## config.mk

```make
export PLATFORM = sky130hd
export DESIGN_NAME = jacobi_iter_sequencer
export DESIGN_NICKNAME = d
export VERILOG_FILES = /design/src/rtl/jacobi_iter_sequencer.sv
export SDC_FILE = /design/constraint.sdc
export NUM_CORES = 1
export LEC_CHECK = 0
export ABC_CLOCK_PERIOD_IN_PS = 2100
export CAP_MARGIN = 25
export CORE_AREA = 2 2 63 65
export CTS_CLUSTER_SIZE = 10
export DETAILED_ROUTE_END_ITERATION = 10
export DIE_AREA = 0 0 65 67
export PLACE_DENSITY = 0.69
export SLEW_MARGIN = 0
export SYNTH_ARGS = -nofsm -noshare
export SYNTH_HDL_FRONTEND = slang
export SYNTH_SLANG_ARGS = --single-unit
```

## constraint.sdc

```tcl
create_clock -name clock -period 2.1 [get_ports clock]
set_input_delay 0.63 -clock clock [delete_from_list [all_inputs] [get_ports clock]]
set_output_delay 0.63 -clock clock [all_outputs]
set_load 0.05 [all_outputs]
```

## src/rtl/jacobi_iter_sequencer.sv

```systemverilog
// Phase sequencer for one Jacobi solve: LOAD_Y -> ACCUM -> WRITE_V -> SWAP per iteration, with a per-phase watchdog.
// Optional early exit on convergence is enabled by defining JACOBI_CONV_EXIT_EN.
module jacobi_iter_sequencer #(
    parameter int NUM_ITERS = 20,
    parameter int ITER_W    = 8,
    parameter int TIMEOUT_W = 12
) (
    input  logic              clock,
    input  logic              reset,
    input  logic              start,
    input  logic              y_load_done,
    input  logic              accum_done,
    input  logic              vwrite_done,
    input  logic              conv_flag,
    output logic              y_load_en,
    output logic              accum_en,
    output logic              vwrite_en,
    output logic              vsram_rd_bank,
    output logic              vsram_wr_bank,
    output logic [ITER_W-1:0] iter_count,
    output logic              busy,
    output logic              all_iters_done,
    output logic              timeout_err
);

    typedef enum logic [2:0] {
        ST_IDLE    = 3'd0,
        ST_LOAD_Y  = 3'd1,
        ST_ACCUM   = 3'd2,
        ST_WRITE_V = 3'd3,
        ST_SWAP    = 3'd4,
        ST_DONE    = 3'd5,
        ST_ERROR   = 3'd6
    } state_t;

    localparam logic [TIMEOUT_W-1:0] WD_ZERO = {TIMEOUT_W{1'b0}};
    localparam logic [TIMEOUT_W-1:0] WD_ONE  = {{(TIMEOUT_W-1){1'b0}}, 1'b1};
    // Last count before all-ones: the step that would reach all-ones is the timeout.
    localparam logic [TIMEOUT_W-1:0] WD_LAST = {{(TIMEOUT_W-1){1'b1}}, 1'b0};
    localparam logic [ITER_W-1:0]    ITER_ZERO = {ITER_W{1'b0}};
    localparam logic [ITER_W-1:0]    ITER_ONE  = {{(ITER_W-1){1'b0}}, 1'b1};
    localparam logic [ITER_W-1:0]    ITER_LAST = ITER_W'(NUM_ITERS - 1);

    state_t              state_r;
    state_t              state_nxt_s;
    logic [TIMEOUT_W-1:0] wd_r;
    logic                wd_timeout_s;
    logic                phase_s;
    logic                start_ok_s;
    logic                last_iter_s;

    logic                y_load_en_nxt_s;
    logic                accum_en_nxt_s;
    logic                vwrite_en_nxt_s;
    logic                rd_bank_nxt_s;
    logic [ITER_W-1:0]   iter_nxt_s;
    logic                busy_nxt_s;
    logic                done_pulse_nxt_s;
    logic                terr_nxt_s;

    logic                y_load_en_r;
    logic                accum_en_r;
    logic                vwrite_en_r;
    logic                rd_bank_r;
    logic                wr_bank_r;
    logic [ITER_W-1:0]   iter_count_r;
    logic                busy_r;
    logic                done_pulse_r;
    logic                terr_r;

    assign phase_s      = (state_r == ST_LOAD_Y) || (state_r == ST_ACCUM) || (state_r == ST_WRITE_V);
    assign wd_timeout_s = (wd_r == WD_LAST);
    assign start_ok_s   = start && ((state_r == ST_IDLE) || (state_r == ST_DONE) || (state_r == ST_ERROR));

`ifdef JACOBI_CONV_EXIT_EN
    assign last_iter_s = (iter_count_r == ITER_LAST) || conv_flag;
`else
    logic unused_conv_s;
    assign unused_conv_s = conv_flag;
    assign last_iter_s   = (iter_count_r == ITER_LAST);
`endif

    // State register and phase watchdog
    always_ff @(posedge clock) begin
        if (reset) begin
            state_r <= ST_IDLE;
            wd_r    <= WD_ZERO;
        end else begin
            state_r <= state_nxt_s;
            if (state_nxt_s != state_r) begin
                wd_r <= WD_ZERO;
            end else if (phase_s) begin
                wd_r <= wd_r + WD_ONE;
            end else begin
                wd_r <= wd_r;
            end
        end
    end

    // Next-state logic; each done is honoured only in its own phase
    always_comb begin
        state_nxt_s = state_r;
        case (state_r)
            ST_IDLE, ST_DONE, ST_ERROR: begin
                if (start) state_nxt_s = ST_LOAD_Y;
                else       state_nxt_s = state_r;
            end
            ST_LOAD_Y: begin
                if (y_load_done)       state_nxt_s = ST_ACCUM;
                else if (wd_timeout_s) state_nxt_s = ST_ERROR;
                else                   state_nxt_s = ST_LOAD_Y;
            end
            ST_ACCUM: begin
                if (accum_done)        state_nxt_s = ST_WRITE_V;
                else if (wd_timeout_s) state_nxt_s = ST_ERROR;
                else                   state_nxt_s = ST_ACCUM;
            end
            ST_WRITE_V: begin
                if (vwrite_done)       state_nxt_s = ST_SWAP;
                else if (wd_timeout_s) state_nxt_s = ST_ERROR;
                else                   state_nxt_s = ST_WRITE_V;
            end
            ST_SWAP: begin
                if (last_iter_s) state_nxt_s = ST_DONE;
                else             state_nxt_s = ST_LOAD_Y;
            end
            default: state_nxt_s = ST_IDLE;
        endcase
    end

    // Output next-values, derived from the upcoming state so enables track state entry
    always_comb begin
        y_load_en_nxt_s  = (state_nxt_s == ST_LOAD_Y);
        accum_en_nxt_s   = (state_nxt_s == ST_ACCUM);
        vwrite_en_nxt_s  = (state_nxt_s == ST_WRITE_V);
        busy_nxt_s       = (state_nxt_s != ST_IDLE) && (state_nxt_s != ST_DONE) && (state_nxt_s != ST_ERROR);
        done_pulse_nxt_s = (state_nxt_s == ST_DONE) && (state_r != ST_DONE);
        rd_bank_nxt_s    = rd_bank_r;
        iter_nxt_s       = iter_count_r;
        terr_nxt_s       = terr_r;
        if (state_r == ST_SWAP) begin
            rd_bank_nxt_s = ~rd_bank_r;
            iter_nxt_s    = iter_count_r + ITER_ONE;
        end else if (start_ok_s) begin
            iter_nxt_s    = ITER_ZERO;
        end else begin
            iter_nxt_s    = iter_count_r;
        end
        if (start_ok_s) begin
            terr_nxt_s = 1'b0;
        end else if (state_nxt_s == ST_ERROR) begin
            terr_nxt_s = 1'b1;
        end else begin
            terr_nxt_s = terr_r;
        end
    end

    // Output registers
    always_ff @(posedge clock) begin
        if (reset) begin
            y_load_en_r  <= 1'b0;
            accum_en_r   <= 1'b0;
            vwrite_en_r  <= 1'b0;
            rd_bank_r    <= 1'b0;
            wr_bank_r    <= 1'b1;
            iter_count_r <= ITER_ZERO;
            busy_r       <= 1'b0;
            done_pulse_r <= 1'b0;
            terr_r       <= 1'b0;
        end else begin
            y_load_en_r  <= y_load_en_nxt_s;
            accum_en_r   <= accum_en_nxt_s;
            vwrite_en_r  <= vwrite_en_nxt_s;
            rd_bank_r    <= rd_bank_nxt_s;
            wr_bank_r    <= ~rd_bank_nxt_s;
            iter_count_r <= iter_nxt_s;
            busy_r       <= busy_nxt_s;
            done_pulse_r <= done_pulse_nxt_s;
            terr_r       <= terr_nxt_s;
        end
    end

    assign y_load_en      = y_load_en_r;
    assign accum_en       = accum_en_r;
    assign vwrite_en      = vwrite_en_r;
    assign vsram_rd_bank  = rd_bank_r;
    assign vsram_wr_bank  = wr_bank_r;
    assign iter_count     = iter_count_r;
    assign busy           = busy_r;
    assign all_iters_done = done_pulse_r;
    assign timeout_err    = terr_r;

endmodule

```

# Word level (Yosys, flattened, before mapping)
# Index checks and enable logic that the tools add are counted.
# Widths: inputs -> output; s select.
# totals
regBits	31
output_inout_bits	16
inputBits	7
word_cells	58
# classes
n_addsub	2
reduce_logical	14
bitwise	2
mux	12
n_eq_ne	17
# ops
operator	count
$mux 3	8
$mux 8	2
$eq 3x3->1 const B	5
$pmux 3 s5	1
$add 12x1->12 const B	1
$eq 12x12->1 const B	1
$eq 3x2->1 const B	4
$ne 3x3->1 const B	3
$add 8x1->8 const B	1
$eq 8x5->1 const B	1
$eq 3x1->1 const B	2
$logic_and 1x1->1	4
$logic_or 1x1->1	4
$reduce_or 2->1	2
$logic_not 3->1	1
$ne 3x3->1	1
$reduce_bool 3->1	1
$reduce_or 3->1	1
$not 1->1	2
$reduce_bool 2->1	1
$mux 1	1

# Logic depth before layout (Yosys ltp)
# Gate-level depths: netlist of run 1.
# logic_depth
word_depth	7
depth_mapped	7
mapped_depth_nobuf	6

# Worst setup path before layout of run 1
# OpenSTA, ideal clock, no wires.
# synth_timing
path_kind	register -> register
start	register iter_count_r[0], in the netlist iter_count[0]
end	register wd_r[2]
setup_time_ns	0.142
path_buffers	1
slack_ns	-0.119
path_stages_with_launch	8
arrival_time_ns	2.077
required_ns	1.958
period_less_slack_ns	2.219
path_cell_list	dfxtp_1 > ha_1 > nor4b_1 > a32o_1 > or2_2 > nand2_1 > clkbuf_1 > nor4_1
# synth_between
elab_chain_len	5
# synth_lines
element	line	rtl
start: declaration	66	logic [ITER_W-1:0] iter_count_r;
start signal: assignment	176	iter_count_r <= iter_nxt_s;
$eq 8x5->1	80	assign last_iter_s = (iter_count_r == ITER_LAST);
$mux 3	124	if (last_iter_s) state_nxt_s = ST_DONE;
$pmux 3 s5	103	case (state_r)
$ne 3x3->1	90	if (state_nxt_s != state_r) begin
$reduce_or 2->1 (no source line)	n/a	
end signal: assignment	93	wd_r <= wd_r + WD_ONE;
end signal: assignment	95	wd_r <= wd_r;
end: declaration	46	logic [TIMEOUT_W-1:0] wd_r;
# Every way passes these cells.
# A chain may end at the register's enable or synchronous reset.

# Final worst setup path of run 1
# layout_timing
start	register busy_r, in the netlist busy
end	output busy
# layout_lines
element	line	rtl
start: declaration	67	logic busy_r;
start signal: assignment	177	busy_r <= busy_nxt_s;
end: declaration	21	output logic busy,
# No word-level cell between the ends.

==> metrics.md, run 1 <==
| Metric | Value |
|---|---|
| Status | completed |
| Crit path time final | 2.03 ns |
| Clock Sinks | 31 |
| Slew @ Worst Pin | 0.503 ns |
| Multi-input combinational cell area | 1010 um^2 |
| Fin nets | 238 |
| Max Cap Viol | 0 |
| Mean Syn Cell Area | 8.80 um^2 |
| Core ar. | 3610 um^2 |
| Vias in the first global route | 1,514 |
| Final core utilization | 61.8% |
| Die width | 65 um |
| #FFs+latches synth | 31 |
| Non-Filler Instances | 277 |
| Startpoint types | register |
| Tot Pwr | 1.37 mW |
| Internal power | 982 uW |
| Largest net degree at the start of global routing | 14 |
| DRT Pass-1 Iters | 4 |
| Crit end category | output pin |
| Max Clk Rate | 492 MHz |
| Storage cell area | 628 um^2 |
| WL per Instance | 14.3 um |
| CP max stage cell | clkdlybuf4s50_1 |
| CTS tree | yes |
| Comb power frac | 22.9% |
| Via count | 1,498 |
| Clock transition at path regs | 0.06 ns |
| # setup viols final | 0 |
| Crit path from | busy |
| DIE HEIGHT | 67 um |
| Layout area overhead | 39.2% |
| Max-slew headroom | 66.2% |
| Antenna violations before repair | 0 |
| Leakage | 0.835 nW |
| Clk pwr share | 32.4% |
| Post-synth top cells | 31 x dfxtp_1, 16 x nor2_1, 14 x nand2_1, 14 x nand3_1, 11 x xor2_1 |
| Clk buf depth | 2 |
| Switching power total | 387 uW |
| Power Density | 614 nW/um^2 |
| Top Family by Delay on Critical Path | buffers and inverters |
| Post-detail-place hpwl | 2730 um |
| Die ar. | 4360 um^2 |
| First-pass GRT wire length | 6740 um |
| Ys Warns | 0 |
| I/O Buffers | 21 |
| Share of the synthesized area in the top cell type | 38.8% |
| Part of the power in registers | 44.7% |
| WP data required | 1.47 ns |
| Drt drc | 0 |
| Hold WC Path Type | register to register |
| Synth cell types | 44 |
| Clock skew | 0.00524 ns |
| CTS Buf Count | 5 |
| Crit path kind | register to output pin |
| Via density per instance | 5.41 |
| Post-Syn Nets | 192 |
| Routed wire length | 3950 um |
| Final Hold Fails | 0 |
| Final period utilization | 96.8% |
| Inst Count DP | 265 |
| Crit-path cells | clkdlybuf4s50_1 |
| Row count | 22 |
| Area contributors post-synth | dfxtp_1 39%, nor4_2 7.0%, xor2_1 6.0% |
| Cell taking the most area after synthesis | dfxtp_1 |
| Async SR Flop Fraction | 0% |
| Crit path depth | 1 |
| Design Area, Final | 2230 um^2 |
| Grt total ovfl | 0 |
| Setup crit end | busy |
| H-tree levels | 2 |
| Share of synthesized area occupied by flip-flops and latches | 38.7% |
| Fill count | 319 |
| Io pins | 23 |
| Ys flop type | dfxtp_1 |
| Number of synthesized flops with an enable pin | 0 |
| Initial DRC count | 99 |
| Clk root buf | clkbuf_8 |
| Max stage delay on crit path | 0.80 ns |
| R2r worst-path depth | 7 |
| FF-to-FF Start | wd_r[6] |
| GR Util All Layers | 20.4% |
| Share of cells above drive strength 1 | 32.3% |
| Worst reg-to-reg setup slack | 0.09 ns |
| Clock Latency Late Sink | 0.29 ns |
| RR Endpoint | wd_r[5] |
| Routed Antenna Nets | 0 |
| Max IR drop VDD | 421 uV |
| Mapped Cells | 182 |
| Routability congestion estimate | 0.837 |
| Worst-path maximum fanout | 1 |
| Antenna cells | 0 |
| Post-placement cell area | 2000 um^2 |
| WP data arrival | 1.40 ns |
| WP buf/inv | 1 |
| Count leader, synth | dfxtp_1 |
| Synth Cell Area | 1600 um^2 |
| Final slew viol count | 0 |
| Switching share of power | 28.3% |
| Initial Utilization | 44.4% |
## layer usage
metal	global-route usage, %	vias up	part of all wire (%)
met1	22.3	710	41
li1	-	746	-
met4	9.84	0	2.1
met5	0	-	0
met2	36.2	35	53
met3	5.74	7	4.2
## final cells by class
| type | count | share of cell area, % |
|---|---|---|
| clock inverter | 1 | 0.224 |
| tap | 48 | 2.69 |
| multi-input combinational | 134 | 45.5 |
| sequential | 31 | 28.2 |
| inverter | 9 | 1.52 |
| clock buffer | 7 | 3.42 |
| timing repair buffer | 47 | 18.5 |
## worst min-delay path by stage
| stage | from | end | slack (ns) | depth (start not counted) |
|---|---|---|---|---|
| 2_1_floorplan | wd_r[11] | wd_r[11] | 0.53 | 2 |
| 5_1_grt | timeout_err | timeout_err | 0.47 | 2 |
| 6_report | timeout_err | timeout_err | 0.45 | 2 |
| 3_5_place_dp | timeout_err | timeout_err | 0.44 | 2 |
| 4_1_cts | timeout_err | timeout_err | 0.45 | 2 |
| 3_3_place_gp | timeout_err | timeout_err | 0.43 | 2 |
## power by group through the flow
stage                     Sequential [mW]  Combinational (mW)  Clock, mW
after floorplan                     0.644               0.120          0
after global placement              0.623               0.235          0
after detailed placement            0.624               0.242          0
after CTS                           0.612               0.297      0.466
after global routing                0.613               0.334      0.479
final                               0.613               0.313      0.443
## kinds of logic after synthesis
| family | synth area share (%) |
|---|---|
| XOR/XNOR | 7.66 |
| multiplexers | 1.33 |
| buffers and inverters | 4.45 |
| flip-flops | 38.8 |
| AND/OR/NAND/NOR | 32.9 |
| AO/OA/AOI/OAI | 12.6 |
| adder cells (fa/ha/maj) | 2.34 |
## state kept, by name, summed over array words and instances, names as in the netlist
signal          cells
wd_r               12
iter_count          8
state_r             3
accum_en            1
all_iters_done      1
busy                1
timeout_err         1
vsram_rd_bank       1
vsram_wr_bank       1
vwrite_en           1
y_load_en           1
## stage by stage
| step | setup slack, ns | hold WS, ns | setup TNS, ns |
|---|---|---|---|
| 2_1_floorplan | 0.0472 | 0.525 | 0 |
| 3_3_place_gp | -0.408 | 0.433 | -6.48 |
| 3_5_place_dp | -0.490 | 0.440 | -7.49 |
| 4_1_cts | 0.0109 | 0.452 | 0 |
| 5_1_grt | -0.00101 | 0.466 | -0.00101 |
| 6_report | 0.0680 | 0.447 | 0 |
## repair_timing
action / 4_1_cts / 5_1_grt
endpoints found under the setup margin: 18 / 17
setup buffers: 2 / 1
pin swaps: 7 / 4
gates resized for setup: 16 / 14
cloned: 1 / 0
hold buffers: 0 / 0
## cell usage in the layout (no fill, tap or decap), drive strengths merged, types with 2 or more instances in the layout
| master | Yosys | final |
|---|---|---|
| o21ai | 7 | 7 |
| nor4 | 13 | 13 |
| nor2b | 2 | 2 |
| nand4 | 3 | 3 |
| clkbuf | 7 | 8 |
| xor2 | 11 | 11 |
| and3 | 2 | 2 |
| nand3 | 14 | 14 |
| nand2 | 14 | 14 |
| and4 | 2 | 2 |
| dlygate4sd2 | 0 | 3 |
| or3b | 2 | 2 |
| or2 | 4 | 4 |
| nor2 | 16 | 16 |
| dfxtp | 31 | 31 |
| and2 | 5 | 5 |
| inv | 9 | 9 |
| buf | 1 | 35 |
| nand2b | 2 | 2 |
| nor3 | 3 | 3 |
| ha | 3 | 3 |
| a31oi | 3 | 3 |
| a21oi | 6 | 6 |
| clkdlybuf4s50 | 0 | 7 |
| a211oi | 2 | 2 |
| o211ai | 2 | 2 |
| xnor2 | 3 | 3 |
No activity file was read; power rests on OpenSTA's default activity.
==> run 2, diff against run 1 <==
CORE_AREA = 2 2 60 62   (was 2 2 63 65)
CTS_BUF_LIST = sky130_fd_sc_hd__clkbuf_4   (was default)
DIE_AREA = 0 0 62 64   (was 0 0 65 67)
PLACE_DENSITY = 0.75   (was 0.69)
==> metrics.md, run 2 (synthesized netlist as in run 1, its figures left out) <==
| Metric | Value |
|---|---|
| Clock skew | 0.00393 ns |
| Crit-path cells | dlygate4sd2_1 -> and2_4 -> a2111oi_2 -> a222oi_1 -> buf_4 -> buf_4 -> or2_2 -> nor4_2 |
| CTS Hold Bufs | 0 |
| CP max stage cell | or2_2 |
| Max IR drop VDD | 412 uV |
| WP data arrival | 2.29 ns |
| DIE HEIGHT | 64 um |
| Fin nets | 237 |
| Max Cap Viol | 0 |
| Max stage delay on crit path | 0.30 ns |
| DP Worst Slack | -0.486 ns |
| Most common cell after layout, fill and taps aside | buf_4 |
| Setup TNS | 0 ns |
| Clk root buf | clkbuf_4 |
| Via density per instance | 5.44 |
| Most frequent cells in the layout | 32 x buf_4, 23 x dfxtp_1, 16 x nor2_1 |
| Die width | 62 um |
| Die ar. | 3970 um^2 |
| Clk buf depth | 2 |
| Post-detail-place hpwl | 2650 um |
| Hold Path Stages | 2 |
| Startpoint types | input pin |
| Initial Utilization | 48.8% |
| Largest register by flop count | wd_r |
| Final slew viol count | 0 |
| Hold WC Path Type | register to register |
| Layout area overhead | 35.3% |
| GR Util All Layers | 21.1% |
| Routed Antenna Nets | 0 |
| Fill count | 283 |
| Clock transition at path regs | 0.09 ns |
| Final Hold Fails | 0 |
| Met1 Usage GRT | 25.6% |
| H-tree levels | 2 |
| WL per Instance | 13.5 um |
| Crit end category | register |
| Worst-path maximum fanout | 3 |
| Max-slew headroom | 65.5% |
| I/O Buffers | 21 |
| CTS Buf Count | 5 |
| Worst setup margin | 0.0551 ns |
| # setup viols final | 0 |
| Grt total ovfl | 0 |
| Power Density | 572 nW/um^2 |
| Initial DRC count | 57 |
| Status | completed |
| Leakage | 0.896 nW |
| Drt drc | 0 |
| Tot Pwr | 1.24 mW |
| Row count | 21 |
| WP data required | 2.34 ns |
| Antenna violations before repair | 0 |
| Largest net degree at the start of global routing | 14 |
| CTS tree | yes |
| Met2 GRT Util | 34.1% |
| GRT busiest layer | met2 |
| Antenna cells | 0 |
| Io pins | 23 |
| Routability congestion estimate | 0.852 |
| Core ar. | 3280 um^2 |
| Clock Sinks | 31 |
| R2r worst-path depth | 6 |
| GR Util met3 | 6.88% |
| DRT Pass-1 Iters | 5 |
| Share of cells above drive strength 1 | 32.0% |
| Max reg flops | 12 |
| Clock Latency Late Sink | 0.33 ns |
| Crit path kind | input pin to register |
| Max Clk Rate | 489 MHz |
| Final period utilization | 97.4% |
| First-pass GRT wire length | 6270 um |
| Vias in the first global route | 1,454 |
| Via count | 1,490 |
| Routed wire length | 3700 um |
| Most used cell along the critical path | buf_4 |
| Final core utilization | 66.0% |
| Slew @ Worst Pin | 0.516 ns |
| Crit path time final | 2.04 ns |
run 2: changes by cell type in the layout (fill, tap and decap cells not counted), moves of 3 or more:
cell	delta
dlymetal6s2s_1	+6
nor4_2	+3
clkdlybuf4s50_1	-6
clkbuf_4	+6
clkbuf_8	-5
nor4_4	-3
run 2: where the power goes:
part | switching, mW | internal, mW
clock network | 0.198 | 0.137
logic | 0.152 | 0.142
registers | 0.0108 | 0.600
total | 0.360 | 0.880
run 2: path summary, 6_finish.rpt:
check | slack (ns) | startpoint | end
max | 0.06 | vwrite_done | all_iters_done
min | 0.46 | timeout_err | timeout_err
max reg2reg | 0.09 | wd_r[2] | wd_r[10]
min reg2reg | 0.46 | timeout_err | timeout_err
run 2: metrics by stage:
| stage | hold WS [ns] | cell area (um^2) | cells |
|---|---|---|---|
| floorplan | 0.525 | 1600 | 182 |
| global placement | 0.435 | 2000 | 263 |
| detailed placement | 0.450 | 2000 | 263 |
| CTS | 0.470 | 2110 | 273 |
| global route | 0.510 | 2170 | 274 |
| finish | 0.465 | 2170 | 274 |
run 2: cell type report:
| type | count | area (um^2) | area share (%) |
|---|---|---|---|
| Clock inverter | 2 | 7.51 | 0.346 |
| Inverter | 9 | 33.8 | 1.56 |
| Sequential cell | 31 | 631 | 29.1 |
| Timing Repair Buffer | 46 | 424 | 19.6 |
| Tap cell | 46 | 57.6 | 2.66 |
| Multi-Input combinational cell | 134 | 968 | 44.7 |
| Clock buffer | 6 | 45.0 | 2.08 |
run 2: repair_timing:
action,4_1_cts,5_1_grt
setup buffers,1,1
gates resized for setup,13,18
pin swaps,3,3
cloned,1,0
endpoints found under the setup margin,17,20
run 2: critical path: cells and delay by family:
kind | cells | cell delay, ns
AO/OA/AOI/OAI | 2 | 0.45
buffers and inverters | 3 | 0.54
AND/OR/NAND/NOR | 3 | 0.67
run 2: per-layer routing:
layer	routed length, um	share of wire, %
met1	1610	44
met2	1900	51
met3	154	4.2
met4	30	0.81
met5	0	0
